[src/rtl/alu_filter_sequencer.sv]
// Drives the shared 16-bit ALU through add/shift steps to produce one smoothed pixel per request.
// Mode 0: (a + 2b + c) >> 2; mode 1: (a + b) >> 1.
//
// state | meaning
// IDLE  | ALU parked on IDLE_OP, waiting for start
// ADD1  | acc <= pa + pb
// ADD2  | acc <= acc + pb (mode 0 only)
// ADD3  | acc <= acc + pc (mode 0 only)
// SHR2  | result <= acc >> 2
// SHR1  | result <= acc >> 1
// DONE  | done pulse, ALU parked
module alu_filter_sequencer #(
  parameter int          DATA_W  = 16,
  parameter logic [3:0]  IDLE_OP = 4'b0001
) (
  input  logic              clk,
  input  logic              rst_n,
  input  logic              start,
  input  logic              mode,
  input  logic [DATA_W-1:0] pix_a,
  input  logic [DATA_W-1:0] pix_b,
  input  logic [DATA_W-1:0] pix_c,
  output logic [3:0]        alu_ctrl,
  output logic [DATA_W-1:0] alu_a,
  output logic [DATA_W-1:0] alu_b,
  input  logic [DATA_W-1:0] alu_c,
  output logic              busy,
  output logic              done,
  output logic [DATA_W-1:0] result
);

  localparam logic [3:0] OP_ADD  = 4'b0100;
  localparam logic [3:0] OP_SHR2 = 4'b0110;
  localparam logic [3:0] OP_SHR1 = 4'b0111;

  typedef enum logic [2:0] {
    S_IDLE, S_ADD1, S_ADD2, S_ADD3, S_SHR2, S_SHR1, S_DONE
  } state_t;

  state_t            state;
  logic              mode_q;
  logic [DATA_W-1:0] pa, pb, pc, acc;

  always_ff @(posedge clk or negedge rst_n) begin
    if (!rst_n) begin
      state  <= S_IDLE;
      mode_q <= 1'b0;
      pa     <= '0;
      pb     <= '0;
      pc     <= '0;
      acc    <= '0;
      result <= '0;
    end else begin
      case (state)
        S_IDLE: begin
          if (start) begin
            pa     <= pix_a;
            pb     <= pix_b;
            pc     <= pix_c;
            mode_q <= mode;
            state  <= S_ADD1;
          end
        end
        S_ADD1: begin
          acc   <= alu_c;
          state <= mode_q ? S_SHR1 : S_ADD2;
        end
        S_ADD2: begin
          acc   <= alu_c;
          state <= S_ADD3;
        end
        S_ADD3: begin
          acc   <= alu_c;
          state <= S_SHR2;
        end
        S_SHR2, S_SHR1: begin
          result <= alu_c;
          state  <= S_DONE;
        end
        S_DONE:  state <= S_IDLE;
        default: state <= S_IDLE;
      endcase
    end
  end

  // ALU buses decode from flops only, so pixel inputs never reach the ALU combinationally.
  always_comb begin
    alu_ctrl = IDLE_OP;
    alu_a    = '0;
    alu_b    = '0;
    case (state)
      S_ADD1: begin alu_ctrl = OP_ADD;  alu_a = pa;  alu_b = pb; end
      S_ADD2: begin alu_ctrl = OP_ADD;  alu_a = acc; alu_b = pb; end
      S_ADD3: begin alu_ctrl = OP_ADD;  alu_a = acc; alu_b = pc; end
      S_SHR2: begin alu_ctrl = OP_SHR2; alu_a = acc; end
      S_SHR1: begin alu_ctrl = OP_SHR1; alu_a = acc; end
      default: ;
    endcase
  end

  assign busy = (state != S_IDLE);
  assign done = (state == S_DONE);

endmodule

[config.mk]
export PLATFORM = sky130hd
export DESIGN_NAME = alu_filter_sequencer
export DESIGN_NICKNAME = d
export VERILOG_FILES = /design/src/rtl/alu_filter_sequencer.sv
export SDC_FILE = /design/constraint.sdc
export NUM_CORES = 1
export LEC_CHECK = 0
export ABC_CLOCK_PERIOD_IN_PS = 4100
export CORE_ASPECT_RATIO = 1.2
export CORE_MARGIN = 2
export CORE_UTILIZATION = 38
export CTS_CLUSTER_SIZE = 28
export DETAILED_ROUTE_END_ITERATION = 7
export GPL_TIMING_DRIVEN = 0
export PLACE_DENSITY_LB_ADDON = 0.25
export SETUP_SLACK_MARGIN = 0.5
export SYNTH_ARGS = -nofsm -noshare
export SYNTH_HDL_FRONTEND = slang
export SYNTH_SLANG_ARGS = --single-unit
[constraint.sdc]
create_clock -name clk -period 4.1 [get_ports clk]
set_clock_uncertainty 0.1 [all_clocks]
set_input_delay 1.025 -clock clk [delete_from_list [all_inputs] [get_ports clk]]
set_output_delay 1.025 -clock clk [all_outputs]
set_load 0.01 [all_outputs]
==> results of run 1 <==
-- state kept, by name (all words and copies together), names as in the netlist --
signal  flops
mode_q      1
pa         16
pb         16
result     16
state       3
pc         16
acc        16
-- cells by family after synthesis --
group,Yosys count,synth area share
muxes,98,0.265
DFF,84,0.514
AOI/OAI and AO/OA,70,0.108
and+or+nand+nor,42,0.0713
buffers and inverters,32,0.0404
other,1,0.000917
-- critical path, delay by kind of cell (launching register included) --
kind,cells,cell delay [ns]
flops,1,0.44
buf+inv,3,1.21
compound gates,2,0.37
-- through the flow --
stage / util / instance area, µm² / instances / setup WS (ns)
3_3_place_gp: 0.518 / 5450 / 576 / -1.22
2_1_floorplan: - / 4090 / 327 / 1.68
4_1_cts: 0.545 / 5730 / 591 / 0.560
5_1_grt: 0.546 / 5740 / 591 / 0.500
3_5_place_dp: 0.521 / 5480 / 577 / 0.926
6_report: 0.546 / 5740 / 591 / 0.623
-- report_power, final --
group	internal, mW	switching [mW]
Sequential	1.26	0.276
Combinational	1.51	1.18
Clock	0.417	0.312
Total	3.19	1.77
-- routing by layer --
metal  track usage  up-vias  wire [µm]
li1              -     1450          -
met1         0.234     1574       4590
met2         0.296      128       4910
met3        0.0439       15        752
met4        0.0822        0        211
met5             0        -          0
-- final cells by class --
type / instances / share of cell area
plain buffers: 31 / 0.0292
clock buffers: 11 / 0.0423
clock inverters: 3 / 0.00262
inverters: 1 / 0.000654
multi-input cells: 211 / 0.317
flip-flops and latches: 84 / 0.366
well taps: 129 / 0.0281
repair buffers: 121 / 0.214
-- worst min-delay path by stage --
stage                       from      to  slack, ns
after floorplan           pa[10]  pa[10]       0.36
after global placement     pa[7]   pa[7]       0.37
after detailed placement   pa[8]   pa[8]       0.38
after CTS                  pa[8]   pa[8]       0.39
after global routing      pa[12]  pa[12]       0.41
final                      pa[6]   pa[6]       0.39
-- placed cells by master (no fill, tap or decap), types with 2 or more instances in the layout --
| cell | instances |
|---|---|
| o21ai_0 | 3 |
| nand2_1 | 2 |
| mux2_2 | 71 |
| clkbuf_2 | 5 |
| nand2b_1 | 18 |
| clkbuf_1 | 8 |
| a22oi_1 | 16 |
| mux2i_1 | 17 |
| dfrtp_1 | 84 |
| nand3b_1 | 16 |
| buf_2 | 12 |
| buf_4 | 7 |
| clkinv_2 | 3 |
| clkdlybuf4s50_1 | 119 |
| clkbuf_16 | 9 |
| a21oi_1 | 32 |
| a211oi_1 | 17 |
| mux2_1 | 10 |
-- repair_timing --
action                                  in CTS  in global routing
hold buffers                                 0                  0
endpoints found under the setup margin       0                 17
resized for setup                            0                  9
==> impl_results.md, run 1 <==
- Worst R2R Start: state[0]
- Min Clock Period, post-route: 3.48 ns
- Synthesized Nets: 395
- Max Cap Viol: 0
- Tightest Hold Check Type: register to register
- Routability Congestion: 0.724
- Clk sink count: 84
- Post-synth top area share: 0.514
- Post-synthesis cell count: 327
- Kind of critical path: register to output port
- Slowest CP cell: clkdlybuf4s50_1
- Asr flop ratio synth: 1.00
- DRT Pass-1 Iters: 4
- Initial cell density of the core: 0.389
- FP Rows: 41
- Worst VDD drop: 0.398 mV
- Die width: 98.7 µm
- Top_reg_cell synth: dfrtp_1
- CP Capture Type: output port
- Relative slew slack: 0.626
- Final-stage net count: 527
- Average wire per standard cell: 17.7 µm
- Actual slew at the worst max-slew pin: 0.561 ns
- CTS Buf Count: 9
- Worst Setup EP: alu_a[3]
- CP max FO: 10
- Sequence of cells on the critical path: buf_4 > clkbuf_1 > a21oi_1 > a22oi_1 > clkdlybuf4s50_1
- Leak: 2.37 nW
- Die area: 11,600 µm²
- Unrepaired setup endpoints after global routing: yes
- Distinct cell type count of the synthesized netlist: 26
- Fmax: 288 MHz
- Ys Warns: 0
- Vias in the first global route: 3,349
- Mapped Area: 4090 µm²
- Clock root buffer: clkbuf_16
- Hold Violations, Final: 0
- Max stage delay on crit path: 0.59 ns
- Total gr overflow: 0
- Starting DRT DRC Count: 86
- Post-route DRC: 0
- CTS tree: yes
- Fraction of the cycle the final worst path needs: 0.848
- Vias: 3,167
- Synth Area per Inst: 12.5 µm²
- Clock-pin slew on the worst setup and hold paths: 0.06 ns
- Most common cell in the netlist: dfrtp_1
- First-pass GRT wire length: 16,700 µm
- R2R Setup Slk: 2.32 ns
- Final Max Slew Viols: 0
- Setup tns final: 0 ns
- Overall Power: 4.96 mW
- Post-CTS setup buffer count: 0
- Hold Path Stages: 1
- Clk_lat worst skew: 0.33 ns
- Worst Setup SP: state[1]
- FILL cells: 947
- GRT Resource Usage Total: 0.184
- Power per Cell Area: 864 nW/µm²
- Seq cells post-synth: 84
- Boundary Pins: 122
- Area growth, synth to finish: 40.4%
- Reg-to-reg endpoint: pa[12]
- Outcome: complete, no violations
- Crit path DAT: 2.35 ns
- Main area contributors after synthesis: dfrtp_1 (51%), mux2_2 (20%), mux2i_1 (4.2%)
- R2R cell count: 4
- Wirelength, routed: 10,500 µm
- Antenna violations before repair: 0
- Vias per inst: 5.36
- Clk buf depth: 2
- Worst setup SP type: register
- Synth area leader: dfrtp_1
- HPWL after DPL: 7620 µm
- Die height: 118 µm
- Largest net degree at the start of global routing: 46
- Top post-synthesis cells by count: dfrtp_1 (84), mux2_2 (71), a21oi_1 (32)
- Worst EP required: 2.97 ns
- Number of flops mapped to enable cells by yosys: 0
- Footprint of the multi-input gates: 1820 µm²
- Diode count: 0
- Port Buffers: 120
- Core ar.: 10,500 µm²
- # setup viols final: 0
- Remaining antenna violation count: 0
- Share of post-route cells with drive strength above 1: 0.242
- H-tree levels: 3
- Sequential element share of the synthesized area: 0.514
- Register area: 2100 µm²
- Hold WS: 0.390 ns
Note: power is estimated with default switching activity, not from simulation.
==> run 2, diff against run 1 <==
--- a/config.mk
+++ b/config.mk
@@ -5,7 +5,7 @@
 export SDC_FILE = /design/constraint.sdc
 export NUM_CORES = 1
 export LEC_CHECK = 0
-export ABC_CLOCK_PERIOD_IN_PS = 4100
+export ABC_CLOCK_PERIOD_IN_PS = 3450
 export CORE_ASPECT_RATIO = 1.2
 export CORE_MARGIN = 2
 export CORE_UTILIZATION = 38
==> constraint.sdc (replaced) <==
create_clock -name clk -period 3.45 [get_ports clk]
set_clock_uncertainty 0.1 [all_clocks]
set_input_delay 0.8625 -clock clk [delete_from_list [all_inputs] [get_ports clk]]
set_output_delay 0.8625 -clock clk [all_outputs]
set_load 0.01 [all_outputs]
==> run 2 against run 1 <==
Net effect: final cell count unchanged; critical path depth unchanged; highest routed layer unchanged; setup slack got worse by 0.039 ns; register-to-register slack got worse by 0.65 ns.
==> impl_results.md, run 2 (synthesis gave the netlist of run 1 again) <==
- Clk_lat worst skew: 0.34 ns
- Register area: 2100 µm²
- Worst VDD drop: 0.440 mV
- Vias: 3,169
- Vias per inst: 5.36
- Post-route cell area: 5790 µm²
- Sw frac: 0.364
- Remaining antenna violation count: 0
- H-tree levels: 3
- Fraction of the cycle the final worst path needs: 0.831
- Leak: 2.57 nW
- Port Buffers: 120
- P_sw: 2.10 mW
- Sequence of cells on the critical path: buf_6 > clkbuf_2 > clkbuf_4 > a211oi_1 > dlygate4sd2_1
- Crit path DAT: 1.90 ns
- Clock-pin slew on the worst setup and hold paths: 0.06 ns
- Wirelength, routed: 10,500 µm
- Slowest CP cell: dfrtp_1
- Setup ws final: 0.584 ns
- FILL cells: 949
- Diode count: 0
- Starting DRT DRC Count: 78
- Worst R2R Start: state[0]
- Critical path buffer and inverter count: 4
- Max layer used: met4
- FP Rows: 41
- CP Capture Type: output port
- DR WL met2: 5070 µm
- Area growth, synth to finish: 41.7%
- Actual slew at the worst max-slew pin: 0.543 ns
- Setup slack at placement: 0.438 ns
- Final Max Slew Viols: 0
- Worst setup SP type: register
- Fmax: 349 MHz
- DRT Pass-1 Iters: 4
- Clk sink count: 84
- Setup tns final: 0 ns
- Footprint of the multi-input gates: 1830 µm²
- Hold Path Origin: pa[3]
- R2R Setup Slk: 1.67 ns
- Share of post-route cells with drive strength above 1: 0.264
- Worst EP required: 2.49 ns
- # setup viols final: 0
- Clk buf depth: 2
- Placed Area: 5480 µm²
- Max stage delay on crit path: 0.41 ns
- Largest net degree at the start of global routing: 46
- CP max FO: 10
- Die area: 11,600 µm²
- Hold Path Stages: 1
- Reg power frac: 0.318
- Min Clock Period, post-route: 2.87 ns
- P_int: 3.67 mW
- Routability Congestion: 0.724
- Power share of the clock group: 0.151
- Hold Violations, Final: 0
- Core ar.: 10,500 µm²
- Most common cell after layout, fill and taps aside: clkdlybuf4s50_1
- Overall Power: 5.77 mW
- M1 WL: 4480 µm
- Kind of critical path: register to output port
- Die width: 98.7 µm
- Die height: 118 µm
- Commonest non-fill, non-tap cells in the layout: clkdlybuf4s50_1 (84), dfrtp_1 (82), mux2_2 (71)
- HPWL after DPL: 7620 µm
- CTS Buf Count: 9
- Outcome: complete, no violations
- Initial cell density of the core: 0.389
- Power per Cell Area: 996 nW/µm²
- R2R cell count: 4
- Met3 routed WL: 771 µm
- Reg-to-reg endpoint: pa[12]
- Vias in the first global route: 3,345
- Max Cap Viol: 0
- Clock root buffer: clkbuf_16
- Relative slew slack: 0.638
- Post_cts resized: 49
- Post-CTS setup buffer count: 0
- First-pass GRT wire length: 16,800 µm
- Hold EP: pa[3]
- Worst Setup SP: state[2]
- CTS tree: yes
- Final-stage net count: 527
- GRT Resource Usage Total: 0.185
- Boundary Pins: 122
- Family with the most delay on the worst path: buffers and inverters
- Logic pwr share: 0.532
- # hold bufs at CTS: 0
- Antenna violations before repair: 0
- Unrepaired setup endpoints after global routing: no
- Average wire per standard cell: 17.7 µm
- Tightest Hold Check Type: register to register
- Total gr overflow: 0
- Post-route DRC: 0
==> run 2: cell types whose count changed in the layout (fill, tap and decap cells not counted), sizes merged <==
cell           change
clkdlybuf4s50     -35
dlymetal6s2s      +10
buf                +3
dlygate4sd2       +25
clkbuf             -3
==> run 2: worst max-delay path by stage <==
stage / endpoint / slack [ns] / cells after the start
CTS: alu_b[13] / 0.28 / 5
finish: alu_b[9] / 0.58 / 5
detailed placement: alu_b[12] / 0.44 / 5
global route: alu_ctrl[1] / 0.51 / 6
floorplan: alu_b[10] / 1.20 / 4
global placement: pb[10] / -1.71 / 1
==> run 2: layer usage <==
layer,GRT usage,vias up
met5,0,-
met3,0.0445,11
li1,-,1448
met2,0.297,122
met4,0.0822,0
met1,0.237,1588
==> run 2: cell type report <==
cell class / instances / share of cell area
Multi-Input combinational cell: 211 / 0.315
Inverter: 1 / 0.000648
Sequential cell: 84 / 0.363
Tap cell: 129 / 0.0279
Clock inverter: 3 / 0.00259
Timing Repair Buffer: 121 / 0.211
Buffer: 31 / 0.0376
Clock buffer: 11 / 0.0419
==> run 2: power by group through the flow <==
stage,combinational (mW),clock (mW),sequential [mW]
3_5_place_dp,3.20,0,1.85
3_3_place_gp,3.14,0,1.82
6_report,3.07,0.869,1.83
2_1_floorplan,1.83,0,1.80
5_1_grt,3.32,0.934,1.90
4_1_cts,3.11,0.886,1.83
==> run 2: stage by stage <==
| stage | util | hold slack [ns] | std cells |
|---|---|---|---|
| after global routing | 0.551 | 0.413 | 591 |
| after global placement | 0.518 | 0.370 | 576 |
| after floorplan | - | 0.358 | 327 |
| after CTS | 0.547 | 0.392 | 591 |
| after detailed placement | 0.521 | 0.378 | 577 |
| final | 0.551 | 0.392 | 591 |
==> run 2: worst register-to-register path, cell delays in order, from the launching register on <==
cell	delay, ns
dfrtp_2	0.44
nor4b_4	0.34
buf_4	0.27
buf_6	0.18
mux2_1	0.33
==> run 3, diff against run 2 <==
--- a/config.mk
+++ b/config.mk
@@ -5,7 +5,7 @@
 export SDC_FILE = /design/constraint.sdc
 export NUM_CORES = 1
 export LEC_CHECK = 0
-export ABC_CLOCK_PERIOD_IN_PS = 3450
+export ABC_CLOCK_PERIOD_IN_PS = 2720
 export CORE_ASPECT_RATIO = 1.2
 export CORE_MARGIN = 2
 export CORE_UTILIZATION = 38
==> constraint.sdc (replaced) <==
create_clock -name clk -period 2.72 [get_ports clk]
set_clock_uncertainty 0.1 [all_clocks]
set_input_delay 0.68 -clock clk [delete_from_list [all_inputs] [get_ports clk]]
set_output_delay 0.68 -clock clk [all_outputs]
set_load 0.01 [all_outputs]
==> run 3 against run 2 <==
Net effect: clock power grew 25%; critical path depth unchanged; largest cell class unchanged; final cell count is 2.2% higher; total power grew 39%; non-clock buffer count up 13; combinational power up 50%; cell area rose by 5.4%; core utilization grew 3.0 points; die area unchanged.
==> impl_results.md, run 3 (synthesis gave the netlist of run 1 again) <==
- Post-route cell area: 6100 µm²
- Setup ws final: 0.349 ns
- Unrepaired setup endpoints after global routing: yes
- WP depth: 5
- R2R Setup Slk: 0.71 ns
- GRT Resource Usage Total: 0.194
- HPWL after DPL: 7620 µm
- Vias per inst: 5.35
- Vias in the first global route: 3,411
- CP Capture Type: output port
- Crit path DAT: 1.59 ns
- Clk_lat worst skew: 0.33 ns
- Fraction of the cycle the final worst path needs: 0.872
- Critical path buffer and inverter count: 4
- Clock-pin slew on the worst setup and hold paths: 0.06 ns
- Post-route DRC: 0
- Reg power frac: 0.291
- Boundary Pins: 122
- Reg-to-reg endpoint: pa[12]
- Average wire per standard cell: 18.3 µm
- Worst R2R Start: state[1]
- Kind of critical path: register to output port
- Actual slew at the worst max-slew pin: 0.545 ns
- FP Rows: 41
- Final-stage net count: 540
- Diode count: 0
- Sw frac: 0.373
- Area growth, synth to finish: 49.3%
- Min Clock Period, post-route: 2.37 ns
- Final Max Slew Viols: 0
- # setup viols final: 0
- P_int: 5.03 mW
- Max Cap Viol: 0
- Power per Cell Area: 1320 nW/µm²
- Routability Congestion: 0.724
- Setup slack at placement: -0.109 ns
- Remaining antenna violation count: 0
- Relative slew slack: 0.636
- Placed Area: 5480 µm²
- Die area: 11,600 µm²
- Share of post-route cells with drive strength above 1: 0.451
- Vias: 3,232
- Die height: 118 µm
- Fmax: 422 MHz
- Antenna violations before repair: 0
- Clk sink count: 84
- Starting DRT DRC Count: 69
- DRT Pass-1 Iters: 4
- Fin cells: 604
- Setup tns final: 0 ns
- Total gr overflow: 0
- Family with the most delay on the worst path: buffers and inverters
- Largest net degree at the start of global routing: 46
- Worst setup SP type: register
- Most frequent CP cell: clkbuf_16
- H-tree levels: 3
- R2R cell count: 6
- Hold Violations, Final: 0
- Die width: 98.7 µm
- Outcome: complete, no violations
- CTS Buf Count: 9
- Slowest CP cell: dfrtp_1
- Worst EP required: 1.94 ns
- Sequence of cells on the critical path: buf_6 > clkbuf_16 > clkbuf_16 > a211oi_2 > buf_2
- Final Core Density: 0.580
- Max stage delay on crit path: 0.40 ns
- Core ar.: 10,500 µm²
- Worst VDD drop: 0.593 mV
- CTS tree: yes
- DP Cell Count: 577
- CP max FO: 7
- P_sw: 2.99 mW
- Power share of the clock group: 0.136
- Leak: 2.58 nW
- First-pass GRT wire length: 17,600 µm
- Clk buf depth: 2
- Tightest Hold Check Type: primary input to asynchronous set/reset pin
- Clock root buffer: clkbuf_16
- Commonest non-fill, non-tap cells in the layout: dfrtp_1 (82), clkdlybuf4s50_1 (82), mux2_2 (71)
- Wirelength, routed: 11,100 µm
- Hold WS: 0.221 ns
- Initial cell density of the core: 0.389
- Port Buffers: 120
- Logic pwr share: 0.573
- Overall Power: 8.02 mW
-- run 3: cell count changes in the layout (fill, tap and decap cells not counted), sizes merged --
cell / before / now
buf: 24 / 71
dlygate4sd2: 25 / 0
dlymetal6s2s: 10 / 0
clkbuf: 20 / 23
clkdlybuf4s50: 84 / 82
-- run 3: worst max-delay path by stage --
stage / from / slack [ns] / endpoint
5_1_grt: state[2] / 0.30 / alu_a[7]
3_3_place_gp: rst_n / -2.25 / pb[10]
6_report: state[2] / 0.35 / alu_b[12]
3_5_place_dp: state[2] / -0.11 / alu_b[12]
2_1_floorplan: state[0] / 0.65 / alu_b[10]
4_1_cts: state[1] / 0.37 / alu_a[13]
-- run 3: final cells by class --
cell class | instances | area (µm²)
Buffer | 31 | 373
Timing Repair Buffer | 134 | 1180
Multi-Input combinational cell | 211 | 2020
Fill cell | 907 | 4410
Inverter | 1 | 3.75
Sequential cell | 84 | 2100
Tap cell | 129 | 161
Clock buffer | 11 | 243
Clock inverter | 3 | 15.0
-- run 3: power by group through the flow --
stage	registers, mW	logic [mW]	clock network, mW
final	2.34	4.60	1.09
after detailed placement	2.34	4.06	0
after floorplan	2.28	2.33	0
after global placement	2.31	3.98	0
after global routing	2.42	4.91	1.19
after CTS	2.31	4.35	1.12
-- run 3: repair_timing --
item | in CTS | in global routing
gates cloned | 4 | 1
setup buffers | 8 | 0
hold buffers | 0 | 0
resized for setup | 240 | 34
pin swaps | 15 | 7
setup endpoints to repair | 37 | 37
-- run 3: per-layer routing --
layer,vias to the layer above,track usage,share of wire
li1,1484,-,-
met5,-,0,0
met4,0,0.0788,0.023
met3,17,0.0505,0.065
met1,1626,0.250,0.42
met2,105,0.310,0.49
